==> src/rtl/wb_arb_pkg.sv <==
// Shared types and constants for the two-master Wishbone RAM arbiter.
package wb_arb_pkg;

    localparam int ARB_NUM_MASTERS = 2;

    typedef enum logic [1:0] {
        ARB_IDLE = 2'd0,
        ARB_GNT0 = 2'd1,
        ARB_GNT1 = 2'd2
    } arb_state_e;

endpackage

==> src/rtl/wb_ram_arbiter_if.sv <==
// One Wishbone classic link; "master" is the requester side, "slave" the responder side.
// Handshake: a transfer is pending while cyc & stb are high and completes in the cycle ack or err is high.
interface wb_ram_arbiter_if #(
    parameter int ADDR_WIDTH = 32,
    parameter int DATA_WIDTH = 32
);
    logic [ADDR_WIDTH-1:0]   adr;
    logic [DATA_WIDTH-1:0]   dat_w;
    logic [DATA_WIDTH-1:0]   dat_r;
    logic [DATA_WIDTH/8-1:0] sel;
    logic                    we;
    logic                    cyc;
    logic                    stb;
    logic                    ack;
    logic                    err;

    modport master (output adr, dat_w, sel, we, cyc, stb, input dat_r, ack, err);
    modport slave  (input adr, dat_w, sel, we, cyc, stb, output dat_r, ack, err);
endinterface

==> src/rtl/wb_arb_timeout.sv <==
// Watchdog for a strobe left unacknowledged: pulses expired when the wait reaches TIMEOUT cycles.
module wb_arb_timeout #(
    parameter int TIMEOUT = 255
) (
    input  logic clk_i,
    input  logic rst_ni,
    input  logic en,
    input  logic clr,
    output logic expired
);
    localparam int CW = (TIMEOUT > 0) ? $clog2(TIMEOUT + 1) : 1;
    localparam logic [CW-1:0] LIMIT = CW'(TIMEOUT);

    logic [CW-1:0] r_cnt;
    logic          w_hit;

    // TIMEOUT of zero leaves the counter free-running but never reports.
    assign w_hit   = (TIMEOUT != 0) && en && !clr && (r_cnt == LIMIT);
    assign expired = w_hit;

    always_ff @(posedge clk_i) begin
        if (!rst_ni || clr || w_hit) begin
            r_cnt <= '0;
        end else if (en) begin
            r_cnt <= r_cnt + CW'(1);
        end
    end
endmodule

==> src/rtl/wb_ram_arbiter.sv <==
// Round-robin arbiter letting two Wishbone masters share one RAM port, grant held per cyc.
module wb_ram_arbiter
    import wb_arb_pkg::*;
#(
    parameter int ADDR_WIDTH = 32,
    parameter int DATA_WIDTH = 32,
    parameter int TIMEOUT    = 255
) (
    input  logic               clk_i,
    input  logic               rst_ni,
    wb_ram_arbiter_if.slave    m0,
    wb_ram_arbiter_if.slave    m1,
    wb_ram_arbiter_if.master   s,
    output logic [1:0]         grant_o,
    output arb_state_e         state_o
);
    arb_state_e                   r_state;
    logic                         r_last;
    logic [1:0]                   r_grant;
    logic [ARB_NUM_MASTERS-1:0]   w_req;
    logic                         w_sel0;
    logic                         w_sel1;
    logic [ADDR_WIDTH-1:0]        w_adr;
    logic [DATA_WIDTH-1:0]        w_dat;
    logic [DATA_WIDTH/8-1:0]      w_sel;
    logic                         w_we;
    logic                         w_cyc;
    logic                         w_stb;
    logic                         w_wd_en;
    logic                         w_wd_clr;
    logic                         w_expired;
    logic                         w_term_err;

    assign w_req  = {m1.cyc & m1.stb, m0.cyc & m0.stb};
    assign w_sel0 = (r_state == ARB_GNT0);
    assign w_sel1 = (r_state == ARB_GNT1);

    always_ff @(posedge clk_i) begin
        if (!rst_ni) begin
            r_state <= ARB_IDLE;
            r_last  <= 1'b1;
            r_grant <= 2'b00;
        end else begin
            case (r_state)
                ARB_IDLE: begin
                    // On a tie the master not served last wins.
                    if (w_req[0] && (!w_req[1] || r_last)) begin
                        r_state <= ARB_GNT0;
                        r_last  <= 1'b0;
                        r_grant <= 2'b01;
                    end else if (w_req[1]) begin
                        r_state <= ARB_GNT1;
                        r_last  <= 1'b1;
                        r_grant <= 2'b10;
                    end
                end
                ARB_GNT0: begin
                    if (!m0.cyc) begin
                        r_state <= ARB_IDLE;
                        r_grant <= 2'b00;
                    end
                end
                ARB_GNT1: begin
                    if (!m1.cyc) begin
                        r_state <= ARB_IDLE;
                        r_grant <= 2'b00;
                    end
                end
                default: begin
                    r_state <= ARB_IDLE;
                    r_grant <= 2'b00;
                end
            endcase
        end
    end

    always_comb begin
        w_adr = '0;
        w_dat = '0;
        w_sel = '0;
        w_we  = 1'b0;
        w_cyc = 1'b0;
        w_stb = 1'b0;
        if (w_sel0) begin
            w_adr = m0.adr;
            w_dat = m0.dat_w;
            w_sel = m0.sel;
            w_we  = m0.we;
            w_cyc = m0.cyc;
            w_stb = m0.cyc & m0.stb;
        end else if (w_sel1) begin
            w_adr = m1.adr;
            w_dat = m1.dat_w;
            w_sel = m1.sel;
            w_we  = m1.we;
            w_cyc = m1.cyc;
            w_stb = m1.cyc & m1.stb;
        end
    end

    assign s.adr   = w_adr;
    assign s.dat_w = w_dat;
    assign s.sel   = w_sel;
    assign s.we    = w_we;
    assign s.cyc   = w_cyc;
    assign s.stb   = w_stb;

    assign w_wd_en  = w_stb & ~s.ack & ~s.err;
    assign w_wd_clr = s.ack | s.err | ~w_stb;

    wb_arb_timeout #(.TIMEOUT(TIMEOUT)) u_timeout (
        .clk_i   (clk_i),
        .rst_ni  (rst_ni),
        .en      (w_wd_en),
        .clr     (w_wd_clr),
        .expired (w_expired)
    );

    // Responses are gated by the owner's live cyc so an aborted transfer gets nothing back.
    assign w_term_err = s.err | w_expired;
    assign m0.ack   = w_sel0 & w_cyc & s.ack;
    assign m1.ack   = w_sel1 & w_cyc & s.ack;
    assign m0.err   = w_sel0 & w_cyc & w_term_err;
    assign m1.err   = w_sel1 & w_cyc & w_term_err;
    assign m0.dat_r = s.dat_r;
    assign m1.dat_r = s.dat_r;

    assign grant_o = r_grant;
    assign state_o = r_state;
endmodule

==> src/flat_wrapper.sv <==
// flat-port wrapper written by rule: the top's interface ports become plain ports
module wb_ram_arbiter_flat import wb_arb_pkg::*;
#(
    parameter int ADDR_WIDTH = 32,
    parameter int DATA_WIDTH = 32,
    parameter int TIMEOUT    = 255
)
  (clk_i, rst_ni, grant_o, state_o, m0_adr, m0_dat_w, m0_sel, m0_we, m0_cyc, m0_stb, m0_dat_r, m0_ack, m0_err, m1_adr, m1_dat_w, m1_sel, m1_we, m1_cyc, m1_stb, m1_dat_r, m1_ack, m1_err, s_adr, s_dat_w, s_sel, s_we, s_cyc, s_stb, s_dat_r, s_ack, s_err);
  wb_ram_arbiter_if #(.ADDR_WIDTH(ADDR_WIDTH), .DATA_WIDTH(DATA_WIDTH)) m0_i ();
  wb_ram_arbiter_if #(.ADDR_WIDTH(ADDR_WIDTH), .DATA_WIDTH(DATA_WIDTH)) m1_i ();
  wb_ram_arbiter_if #(.ADDR_WIDTH(ADDR_WIDTH), .DATA_WIDTH(DATA_WIDTH)) s_i ();
  input  logic clk_i;
  input  logic rst_ni;
  output logic [1:0] grant_o;
  output arb_state_e state_o;
  input wire logic [$bits(m0_i.adr)-1:0] m0_adr;
  input wire logic [$bits(m0_i.dat_w)-1:0] m0_dat_w;
  input wire logic [$bits(m0_i.sel)-1:0] m0_sel;
  input wire logic [$bits(m0_i.we)-1:0] m0_we;
  input wire logic [$bits(m0_i.cyc)-1:0] m0_cyc;
  input wire logic [$bits(m0_i.stb)-1:0] m0_stb;
  output wire logic [$bits(m0_i.dat_r)-1:0] m0_dat_r;
  output wire logic [$bits(m0_i.ack)-1:0] m0_ack;
  output wire logic [$bits(m0_i.err)-1:0] m0_err;
  input wire logic [$bits(m1_i.adr)-1:0] m1_adr;
  input wire logic [$bits(m1_i.dat_w)-1:0] m1_dat_w;
  input wire logic [$bits(m1_i.sel)-1:0] m1_sel;
  input wire logic [$bits(m1_i.we)-1:0] m1_we;
  input wire logic [$bits(m1_i.cyc)-1:0] m1_cyc;
  input wire logic [$bits(m1_i.stb)-1:0] m1_stb;
  output wire logic [$bits(m1_i.dat_r)-1:0] m1_dat_r;
  output wire logic [$bits(m1_i.ack)-1:0] m1_ack;
  output wire logic [$bits(m1_i.err)-1:0] m1_err;
  output wire logic [$bits(s_i.adr)-1:0] s_adr;
  output wire logic [$bits(s_i.dat_w)-1:0] s_dat_w;
  output wire logic [$bits(s_i.sel)-1:0] s_sel;
  output wire logic [$bits(s_i.we)-1:0] s_we;
  output wire logic [$bits(s_i.cyc)-1:0] s_cyc;
  output wire logic [$bits(s_i.stb)-1:0] s_stb;
  input wire logic [$bits(s_i.dat_r)-1:0] s_dat_r;
  input wire logic [$bits(s_i.ack)-1:0] s_ack;
  input wire logic [$bits(s_i.err)-1:0] s_err;
  assign m0_i.adr = m0_adr;
  assign m0_i.dat_w = m0_dat_w;
  assign m0_i.sel = m0_sel;
  assign m0_i.we = m0_we;
  assign m0_i.cyc = m0_cyc;
  assign m0_i.stb = m0_stb;
  assign m0_dat_r = m0_i.dat_r;
  assign m0_ack = m0_i.ack;
  assign m0_err = m0_i.err;
  assign m1_i.adr = m1_adr;
  assign m1_i.dat_w = m1_dat_w;
  assign m1_i.sel = m1_sel;
  assign m1_i.we = m1_we;
  assign m1_i.cyc = m1_cyc;
  assign m1_i.stb = m1_stb;
  assign m1_dat_r = m1_i.dat_r;
  assign m1_ack = m1_i.ack;
  assign m1_err = m1_i.err;
  assign s_adr = s_i.adr;
  assign s_dat_w = s_i.dat_w;
  assign s_sel = s_i.sel;
  assign s_we = s_i.we;
  assign s_cyc = s_i.cyc;
  assign s_stb = s_i.stb;
  assign s_i.dat_r = s_dat_r;
  assign s_i.ack = s_ack;
  assign s_i.err = s_err;
  wb_ram_arbiter #(.ADDR_WIDTH(ADDR_WIDTH), .DATA_WIDTH(DATA_WIDTH), .TIMEOUT(TIMEOUT)) u_core (.clk_i(clk_i), .rst_ni(rst_ni), .m0(m0_i), .m1(m1_i), .s(s_i), .grant_o(grant_o), .state_o(state_o));
endmodule
==> config.mk <==
export PLATFORM = sky130hd
export DESIGN_NAME = wb_ram_arbiter_flat
export DESIGN_NICKNAME = d
export VERILOG_FILES = /design/src/rtl/wb_arb_pkg.sv /design/src/rtl/wb_ram_arbiter_if.sv /design/src/rtl/wb_arb_timeout.sv /design/src/rtl/wb_ram_arbiter.sv /design/src/flat_wrapper.sv
export SDC_FILE = /design/constraint.sdc
export NUM_CORES = 1
export LEC_CHECK = 0
export CORE_AREA = 2 2 124 126
export DETAILED_ROUTE_END_ITERATION = 10
export DIE_AREA = 0 0 126 128
export PLACE_DENSITY = 0.61
export SETUP_SLACK_MARGIN = 0.05
export SLEW_MARGIN = 25
export SYNTH_ARGS = -nofsm -noshare
export SYNTH_HDL_FRONTEND = slang
export SYNTH_HIERARCHICAL = 1
export SYNTH_SLANG_ARGS = --single-unit
==> constraint.sdc <==
create_clock -name clk_i -period 2.7 [get_ports clk_i]
set_input_delay 0.675 -clock clk_i [delete_from_list [all_inputs] [get_ports clk_i]]
set_output_delay 0.675 -clock clk_i [all_outputs]
set_load 0.01 [all_outputs]
==> out/metrics.csv <==
metric;value;unit
die span in y;128;µm
number of distinct library cells after synthesis;38;
final count of hold timing violations;0;
# H-tree levels;1;
post-DP HPWL;8814;µm
Starting Density;0.1253;
cell area after synthesis;1863;µm²
global-route wire length before repair;14830;µm
cell count after synthesis;226;
drt wl/cell;19.55;µm
gpl congestion;0.7711;
Crit Path Category;in -> out;
share of post-route cells with drive strength above 1;0.1580;
final critical delay including setup and external delays;2.768;ns
Max Clock Skew;0.0006757;ns
# rows;45;
Yosys warnings;6;
hold slack;0.5303;ns
via count;2483;
Sum Neg Setup Slack;-0.1254;ns
gr usage total;0.1193;
ys async rst share;0;
number of DRC markers after the initial detailed-route iteration;79;
clock tree buffer depth;2;
worst min-delay path category;reg -> reg;
pwr dens;233.3;nW/µm²
area delta synth->final;128.1;%
clock edge transition at the registers on the reported setup and hold paths;0.04;ns
Total Wirelength;11590;µm
Max Cap Viol;0;
launch instance of the worst register-to-register path;u_core/grant_o[0]$_SDFFE_PN0P_;
endpoints failing setup;2;
slowest cell delay on critical path;0.24;ns
CTS Sinks;11;
largest vdd supply drop;221.4;µV
initial antenna violation count;0;
Slew Viols, Final;0;
number of cells after detailed placement;568;
cell with the biggest individual delay on the critical path;sky130_fd_sc_hd__a211oi_4;
outcome;complete, but fails checks;
die width;126;µm
largest fanout on the critical path;2;
pin count of the biggest net entering global routing;41;
slew at the pin closest to its max-slew limit;0.3239;ns
remaining antenna violation count after routing;0;
worst path required time;2.03;ns
dominant register cell in the synthesized netlist;sky130_fd_sc_hd__dfxtp_1;
Lkg Pwr;1.822;nW
number of fill cells in the layout;1562;
violations in the final reports;setup timing;
fin worst setup slack;-0.06757;ns
net count of the mapped netlist;405;
register area share after synthesis;0.1182;
Worst Setup End Kind;output port;
top achievable clock speed;361.3;MHz
sequential cell area;221.5;µm²
worst hold path startpoint;u_core/u_timeout/r_cnt[6]$_SDFFE_PP0P_;
CORE AREA;14860;µm²
drt drc;0;
count of TritonRoute iterations in the first routing pass;4;
global-route congestion overflow total;0;
worst-skew pair later-pin latency;0.24;ns
slew margin rel.;0.7849;
vias in the first global route;2393;
detail-routed via count per cell;4.187;
share of the clock period used by the worst path;1.025;
crit path launch type;input port;
Diodes inserted;0;
die footprint;16130;µm²
RSZ-0062 raised after global routing;yes;
Final Instance Count excl. Fillers;593;
area of the multi-input gates;1052;µm²
destination of the worst hold path;u_core/u_timeout/r_cnt[6]$_SDFFE_PP0P_;
Top-Level Pins;321;
capture instance of the worst register-to-register path;u_core/u_timeout/r_cnt[2]$_SDFFE_PP0P_;
number of clock buffers inserted by TritonCTS;3;
worst r2r path cells;13;
TritonCTS clock tree;done;
worst path arrival time;2.09;ns
Nets;585;
ordered cell list for the critical path;buf_6 > nand4b_1 > buf_4 > a211oi_4 > nand4_2 > buf_6 > nor4_4 > nor2_1 > nor2_1 > buf_2;
root cell of the clock tree;sky130_fd_sc_hd__clkbuf_16;
Synth Register Bits;11;
number of enable flip-flop cells after synthesis;0;
Hold Path Depth;2;
register-to-register setup slack;0.25;ns
Avg Synthesized Cell Area;8.244;µm²
number of port buffers;224;
-- timing repair --
item / CTS / global route
buffers inserted: 9 / 11
hold buffers: 0 / 0
endpoints found under the setup margin: 45 / 44
pin swaps: 9 / 9
gates resized for setup: 55 / 16
gates cloned: 0 / 4
-- cell usage after synthesis, drive strengths merged, types with 2 or more instances --
cell type | count | area share
nand3b | 3 | 0.012
nand4b | 2 | 0.0094
buf | 85 | 0.34
a31oi | 2 | 0.0067
nand2 | 8 | 0.016
dfxtp | 11 | 0.12
inv | 4 | 0.0081
xor2 | 3 | 0.014
nor2 | 11 | 0.022
o221ai | 2 | 0.0094
nand4 | 2 | 0.010
a22o | 69 | 0.32
nand3 | 2 | 0.0081
nor2b | 3 | 0.014
-- cell usage in the layout, fill, tap and decap left out, types with 2 or more instances in the layout --
cell type	synthesis	routed
sky130_fd_sc_hd__a22o_1	69	68
sky130_fd_sc_hd__a31oi_1	2	2
sky130_fd_sc_hd__buf_12	0	5
sky130_fd_sc_hd__buf_2	11	2
sky130_fd_sc_hd__buf_4	67	31
sky130_fd_sc_hd__buf_6	7	8
sky130_fd_sc_hd__clkbuf_16	0	7
sky130_fd_sc_hd__clkdlybuf4s50_1	0	186
sky130_fd_sc_hd__dfxtp_1	11	10
sky130_fd_sc_hd__dlygate4sd2_1	0	14
sky130_fd_sc_hd__dlymetal6s2s_1	0	9
sky130_fd_sc_hd__inv_1	4	4
sky130_fd_sc_hd__nand2_1	8	8
sky130_fd_sc_hd__nand3b_1	3	3
sky130_fd_sc_hd__nand4b_1	2	2
sky130_fd_sc_hd__nor2_1	11	11
sky130_fd_sc_hd__nor2b_4	1	2
sky130_fd_sc_hd__o221ai_1	2	2
sky130_fd_sc_hd__xor2_1	3	3
-- metal layers --
layer  share of wire  global-route usage
met1            0.45              0.1596
met2            0.43              0.1837
met3            0.11             0.05467
met4          0.0055            0.009696
met5               0                   0
-- per-stage QoR --
| stage | instance area [µm²] | utilization | power, mW | setup WS, ns |
|---|---|---|---|---|
| 6_report | 4249 | 0.2859 | 0.9911 | -0.06757 |
| 5_1_grt | 4249 | 0.2859 | 1.037 | -0.1931 |
| 4_1_cts | 4020 | 0.2705 | 0.9670 | -0.003928 |
| 3_5_place_dp | 3826 | 0.2574 | 0.6901 | -0.7980 |
| 3_3_place_gp | 3826 | 0.2574 | 0.6877 | -0.7120 |
| 2_1_floorplan | 1863 | - | 0.4113 | 0.2062 |
-- state kept, by name, summed over array words and instances (netlist names) --
register                count
u_core/r_last               1
u_core/grant_o              2
u_core/u_timeout/r_cnt      8
-- logic make-up (layout without fill, tap and decap cells) --
| kind of cell | Yosys count | count (layout) | share of synthesized area |
|---|---|---|---|
| AO/OA/AOI/OAI | 80 | 80 | 0.3694 |
| buffers and inverters | 89 | 268 | 0.3499 |
| multiplexers | 1 | 1 | 0.005373 |
| flip-flops | 11 | 11 | 0.1182 |
| AND/OR/NAND/NOR | 40 | 40 | 0.1316 |
| XOR/XNOR | 4 | 4 | 0.01881 |
| adder cells (fa/ha/maj) | 1 | 1 | 0.006715 |
-- power breakdown --
part           internal [mW]  total [mW]  switching (mW)
Sequential             0.166       0.168         0.00238
Clock                  0.196       0.272          0.0759
Combinational          0.363       0.551           0.188
Total                  0.725       0.991           0.266
-- worst max-delay path, delay by kind of cell --
family,cells,cell delay (ns)
AND/OR/NAND/NOR,5,0.65
buffers and inverters,4,0.52
AO/OA/AOI/OAI,1,0.24
-- how the worst max path moves through the flow --
stage | from | endpoint | slack, ns | cells after the start
after floorplan | m1_cyc | m0_err | 0.21 | 7
after global placement | m0_stb | m1_err | -0.71 | 8
after detailed placement | m1_stb | m1_err | -0.80 | 8
after CTS | m0_stb | m1_err | -0.004 | 9
after global routing | m0_stb | m1_err | -0.19 | 10
final | m0_cyc | m0_err | -0.07 | 10
-- final cells by class --
type	instances	area share
Timing Repair Buffer	260	0.6225
Inverter	4	0.003534
Tap cell	188	0.05536
Clock inverter	1	0.001178
Sequential cell	11	0.05212
Multi-Input combinational cell	126	0.2476
Clock buffer	3	0.01767
Power figures use the tool's default switching activity.
